$ cat config.mk
export PLATFORM = sky130hd
export DESIGN_NAME = imem_fetch_unit
export DESIGN_NICKNAME = d
export VERILOG_FILES = /design/src/rtl/imem_fetch_unit.sv
export SDC_FILE = /design/constraint.sdc
export NUM_CORES = 2
export LEC_CHECK = 0
export ABC_AREA = 0
export BUFFER_PORTS_ARGS = -buffer_cell sky130_fd_sc_hd__buf_2
export CAP_MARGIN = 20
export CORE_ASPECT_RATIO = 0.5
export CORE_MARGIN = 2
export CORE_UTILIZATION = 51
export DETAILED_ROUTE_END_ITERATION = 10
export PLACE_DENSITY = 0.66
export SLEW_MARGIN = 25
export SYNTH_ARGS = -nofsm -noshare
export SYNTH_HDL_FRONTEND = slang
export SYNTH_MEMORY_MAX_BITS = 65536
export SYNTH_SLANG_ARGS = --single-unit
$ cat constraint.sdc
create_clock -name clk -period 5.1 [get_ports clk]
set_input_delay 0 -clock clk [delete_from_list [all_inputs] [get_ports clk]]
set_output_delay 0 -clock clk [all_outputs]
set_load 0.1 [all_outputs]
$ cat src/rtl/imem_fetch_unit.sv
// Word-organised instruction memory: a reset-time clear sweep, a pipelined
// fetch port with alignment/range faults, and a program-load write port.
module imem_fetch_unit #(
    parameter int          DEPTH        = 128,
    parameter int          READ_LATENCY = 1,
    parameter logic [31:0] CLEAR_WORD   = 32'h00000013,
    parameter logic [31:0] FAULT_WORD   = 32'h00000013
) (
    input  logic        clk,
    input  logic        rst,
    input  logic        fetch_req,
    input  logic [31:0] fetch_addr,
    output logic        fetch_ready,
    output logic        fetch_valid,
    output logic [31:0] fetch_instr,
    output logic [1:0]  fetch_fault,
    input  logic        prog_we,
    input  logic [31:0] prog_addr,
    input  logic [31:0] prog_wdata,
    output logic        prog_err,
    output logic        init_done,
    output logic [0:0]  dbg_state
);

    localparam int AW = $clog2(DEPTH);
    localparam logic [AW-1:0] LAST_IDX = AW'(DEPTH - 1);

    localparam logic [0:0] ST_CLEAR = 1'b0;
    localparam logic [0:0] ST_READY = 1'b1;

    localparam logic [1:0] FLT_OK  = 2'b00;
    localparam logic [1:0] FLT_MIS = 2'b01;
    localparam logic [1:0] FLT_OOR = 2'b10;

    logic [0:0]    state_q, state_d;
    logic [AW-1:0] cnt_q, cnt_d;
    logic [31:0]   mem_q [DEPTH];

    logic          mem_we;
    logic [AW-1:0] mem_waddr;
    logic [31:0]   mem_wdata;

    logic          vld_q   [READ_LATENCY];
    logic          vld_d   [READ_LATENCY];
    logic [31:0]   instr_q [READ_LATENCY];
    logic [31:0]   instr_d [READ_LATENCY];
    logic [1:0]    fault_q [READ_LATENCY];
    logic [1:0]    fault_d [READ_LATENCY];

    logic          prog_err_q, prog_err_d;

    logic          f_mis, f_oor, p_mis, p_oor;
    logic          accept, prog_ok;

    // Handshake: a fetch is taken on any edge where fetch_req && fetch_ready;
    // the result appears as a single fetch_valid pulse READ_LATENCY cycles on,
    // with no output backpressure.
    always_comb begin
        f_mis  = |fetch_addr[1:0];
        f_oor  = |fetch_addr[31:AW+2];
        p_mis  = |prog_addr[1:0];
        p_oor  = |prog_addr[31:AW+2];
        accept = fetch_req && (state_q == ST_READY);
        prog_ok = prog_we && (state_q == ST_READY) && !p_mis && !p_oor;
        prog_err_d = prog_we && !prog_ok;

        state_d   = state_q;
        cnt_d     = cnt_q;
        mem_we    = 1'b0;
        mem_waddr = cnt_q;
        mem_wdata = CLEAR_WORD;

        if (state_q == ST_CLEAR) begin
            mem_we = 1'b1;
            cnt_d  = cnt_q + AW'(1);
            if (cnt_q == LAST_IDX) begin
                state_d = ST_READY;
            end
        end else if (prog_ok) begin
            mem_we    = 1'b1;
            mem_waddr = prog_addr[AW+1:2];
            mem_wdata = prog_wdata;
        end

        // Stage 0 reads the array before this edge's write lands: read-before-write.
        vld_d[0] = accept;
        if (f_mis) begin
            fault_d[0] = FLT_MIS;
            instr_d[0] = FAULT_WORD;
        end else if (f_oor) begin
            fault_d[0] = FLT_OOR;
            instr_d[0] = FAULT_WORD;
        end else begin
            fault_d[0] = FLT_OK;
            instr_d[0] = mem_q[fetch_addr[AW+1:2]];
        end
        for (int i = 1; i < READ_LATENCY; i++) begin
            vld_d[i]   = vld_q[i-1];
            instr_d[i] = instr_q[i-1];
            fault_d[i] = fault_q[i-1];
        end
    end

    always_ff @(posedge clk) begin
        if (rst) begin
            state_q    <= ST_CLEAR;
            cnt_q      <= '0;
            prog_err_q <= 1'b0;
            for (int i = 0; i < READ_LATENCY; i++) begin
                vld_q[i]   <= 1'b0;
                instr_q[i] <= '0;
                fault_q[i] <= FLT_OK;
            end
        end else begin
            state_q    <= state_d;
            cnt_q      <= cnt_d;
            prog_err_q <= prog_err_d;
            for (int i = 0; i < READ_LATENCY; i++) begin
                vld_q[i]   <= vld_d[i];
                instr_q[i] <= instr_d[i];
                fault_q[i] <= fault_d[i];
            end
        end
    end

    always_ff @(posedge clk) begin
        if (!rst && mem_we) begin
            mem_q[mem_waddr] <= mem_wdata;
        end
    end

    assign fetch_ready = (state_q == ST_READY);
    assign init_done   = (state_q == ST_READY);
    assign fetch_valid = vld_q[READ_LATENCY-1];
    assign fetch_instr = instr_q[READ_LATENCY-1];
    assign fetch_fault = fault_q[READ_LATENCY-1];
    assign prog_err    = prog_err_q;
    assign dbg_state   = state_q;

endmodule
==> results.py <==
metrics = {
    "power_and_ir_drop": {
        "peakVddDrop_uv": 301,
        "power.leakage_nw": 64.0,
        "sequentialPowerShare_pct": 56.1,
        "cellPowerDensity_nw_per_um2": 367,
        "comb_power_share_pct": 2.9,
        "net-switching-power_mw": 13.0,
        "p_sw_share_pct": 19.8,
        "cell_internal_pwr_mw": 52.7,
        "clock_power_share_pct": 41.1,
    },
    "timing": {
        "worst-slew-pin-transition_ps": 1150,
        "relSlewSlack_pct": 23.2,
        "grt_setup_unrepaired": "false",
        "finalHoldViolations": 0,
        "clock-skew-final_ps": 43.6,
        "setup_viol_count_final": 0,
        "max_freq_ghz": 0.221,
        "layout_min_cycle_time_ps": 4530,
        "timing_max_transition_violations_final": 0,
        "min_period_over_period_pct": 88.8,
        "fin_setup_tns_ps": 0,
    },
    "route": {
        "post_drt_wl_per_cell_um": 35.1,
        "drt_first_iter_violations": 13200,
        "via_per_inst": 6.53,
        "route.detailed.drc": 0,
        "dr_total_vias": 74300,
        "firstDrtPassIters": 9,
        "ant_nets": 0,
        "postRouteWirelength_mm": 399,
    },
    "run": {
        "max-cap-violations": 0,
    },
    "clock_network": {
        "cts.clk_slew.worst_paths_ps": 70,
        "cts_inserted_buffers": 361,
        "ctsHtreeMaxLevel": 5,
        "post_cts_resized": 0,
        "clock_tree_from_tritoncts": "done",
        "number_of_clock_sinks": 4140,
        "clk_root_buffer_cell": "clkbuf_16",
        "max-clock-path-buffers": 4,
        "clock_latency_ps": 890,
    },
    "place": {
        "place_hpwl_mm": 241,
        "finalWeightedCongestion": 0.920,
        "io_buffer_count": 138,
    },
    "synthesis": {
        "syn_area_um2": 158000,
        "number_of_instances_in_the_synthesized_netlist": 6417,
        "yosysWarningCount": 0,
        "synthDominantCellAreaShare_pct": 78.0,
        "synthArstFlopShare_pct": 0,
        "synth_ff_type": "edfxtp_1",
        "synth_top_cells_by_area": "edfxtp_1 78%, mux4_2 18%, dfxtp_1 0.56%",
        "synth_top_cell_by_area": "edfxtp_1",
        "synth_edf_count": 4096,
        "postSynthRegisterBits": 4140,
        "syn_nets": 6518,
        "avgSynthCellArea_um2": 24.6,
        "ys_seq_area_share_pct": 78.5,
        "number_of_distinct_standard_cells_referenced_by_the_synthesized_netlist": 56,
    },
    "floorplanning": {
        "design.portCount": 139,
        "row_count": 144,
        "initial_utilization_pct": 51.2,
        "dieArea_um2": 314000,
        "coreArea_um2": 308000,
        "die_height_um": 397,
        "chipWidth_um": 791,
    },
    "global_route": {
        "first_global_vias": 72900,
        "grt_start_max_net_pins": 96,
        "grt_pass1_wl_mm": 561,
        "global_route.usage.total_pct": 25.3,
        "grt_util_met3_pct": 6.52,
        "globalRouteOverflowTotal": 0,
        "use_met1_pct": 38.9,
        "antenna_violations_before_repair": 40,
        "globalRoute.busiestLayer": "met1",
        "global_route_met2_usage_pct": 36.8,
    },
    "critical_path": {
        "top_fanout_value_on_the_critical_path": 30,
        "timing.critical_path.arrival_ps": 5120,
        "critical_path.slowest_cell": "nor2_4",
        "critPathMostFrequentCell": "buf_4",
        "cp.required_ps": 5700,
        "timing.critical_path.to_type": "flop",
        "critical_path.n_buffers_inverters": 5,
        "timing.critical_path.cells": "buf_4 > nor4b_2 > nand4_1 > buf_4 > nor2_4 > buf_4 > nor4b_1 > o21ai_1 > buf_4 > nor2_4 > buf_12",
        "critPathKind": "flop to flop",
        "startpoint_type": "flop",
        "cp_top_family": "simple AND/OR/NAND/NOR gates",
        "slowest_stage_delay_cp_ps": 700,
    },
    "cells_and_area": {
        "fillerInstances": 21000,
        "combined_area_of_the_multi_input_logic_cells_um2": 33600,
        "nets": 7086,
        "area.sequential_um2": 124000,
        "post_route_cells_drive_above_1_share_pct": 33.8,
        "area_delta_synth_final_pct": 13.6,
        "final_standard_cell_utilization_of_the_core_pct": 58.2,
    },
    "outcome": {
        "status": "finished, final reports clean",
    },
    "hold_path": {
        "timing.hold.worst.class": "input port to flop",
    },
}
cells in the final DEF (no fill, tap or decap), types with 5 or more instances in the layout:
cell type / netlist / final
clkinv_1: 1 / 73
clkbuf_1: 152 / 82
and2_4: 0 / 29
dlygate4sd3_1: 0 / 48
edfxtp_1: 4096 / 4096
clkinvlp_4: 0 / 8
clkinv_2: 0 / 64
or3_1: 11 / 6
buf_12: 0 / 74
nor3_1: 78 / 30
nor2_4: 0 / 84
diode_2: 0 / 21
o211ai_1: 7 / 7
clkbuf_8: 0 / 5
nor3_4: 0 / 34
nor2b_1: 68 / 68
a22oi_1: 70 / 70
buf_2: 105 / 134
clkbuf_16: 0 / 373
nor4_1: 20 / 20
nand2b_1: 15 / 15
nand2_1: 19 / 18
nor2_2: 0 / 5
inv_1: 5 / 5
nor3_2: 0 / 14
nand3_1: 11 / 11
mux4_2: 1260 / 1260
dfxtp_1: 44 / 44
buf_4: 30 / 279
a21oi_1: 80 / 72
bufinv_16: 0 / 32
buf_16: 0 / 15
mux2i_1: 28 / 28
nor2_1: 124 / 35
nand4_1: 37 / 37
area by class of cell:
cell class	count	share of cell area [%]
Sequential cell	4140	69.1
Multi-Input combinational cell	1923	18.7
Clock buffer	460	5.42
Timing Repair Buffer	553	2.89
Tap cell	4088	2.85
Clock inverter	188	0.978
Antenna cell	21	0.0293
Inverter	6	0.0167
cell usage after synthesis (20+ instances only):
master and instances:
nor3_1 78, buf_2 105, nor2b_1 68, and2_1 32, buf_4 30, nand4_1 37, a21oi_1 80, dfxtp_1 44
edfxtp_1 4096, mux2i_1 28, buf_1 51, a22oi_1 70, clkbuf_1 152, nor2_1 124, nor4_1 20, mux4_2 1260
repair_timing:
action	4_1_cts	5_1_grt
endpoints found under the hold margin	1641	0
hold buffers	48	0
buffers inserted	0	0
endpoints found under the setup margin	0	0
registers in the layout, indices dropped and copies added (netlist names):
signal,cells
cnt_q,7
vld_q,1
prog_err,1
fault_q,2
instr_q,32
dbg_state,1
mem_q,4096
worst paths after layout:
kind | start | to | slack (ps) | cells past startpoint
worst max-delay path | dbg_state | mem_q[122][16] | 570 | 11
worst min register to register | cnt_q[0] | cnt_q[0] | 640 | 2
worst min-delay path | prog_wdata[8] | mem_q[33][8] | 50 | 3
worst max register to register | dbg_state | mem_q[122][16] | 570 | 11
per-stage QoR:
step	setup WS, ps	std cells	hold WS [ps]	power [mW]	area (um2)
2_1_floorplan	-245	6417	116	38.8	158000
3_3_place_gp	851	10600	240	39.4	167000
3_5_place_dp	676	10600	258	39.5	167000
4_1_cts	665	11300	8.44	66.0	179000
5_1_grt	427	11400	47.0	67.4	179000
6_report	573	11400	50.6	65.8	179000
cells by family after synthesis:
family	synth area share, %
adders and majority gates	0.00793
and+or+nand+nor	1.44
muxes	18.2
buffers and inverters	1.04
xor gates and xnor gates	0.0278
AOI/OAI and AO/OA	0.776
DFF	78.5
worst min-delay path: stages:
cell,delay (ps)
dlygate4sd3_1,510
buf_2,100
and2_4,200
routing by layer:
metal / routed length, um / vias to the layer above
met1: 160000 / 40200
met5: 111 / -
met2: 180000 / 4522
met4: 10500 / 14
met3: 49400 / 566
li1: - / 29100
power by group through the flow:
stage | Clock (mW) | Combinational, mW | Sequential (mW)
floorplan | 0 | 1.20 | 37.6
global placement | 0 | 1.83 | 37.6
detailed placement | 0 | 1.85 | 37.6
CTS | 27.3 | 1.89 | 36.9
global route | 28.6 | 1.97 | 36.8
finish | 27.0 | 1.88 | 36.9
Power figures use the tool's default switching activity.
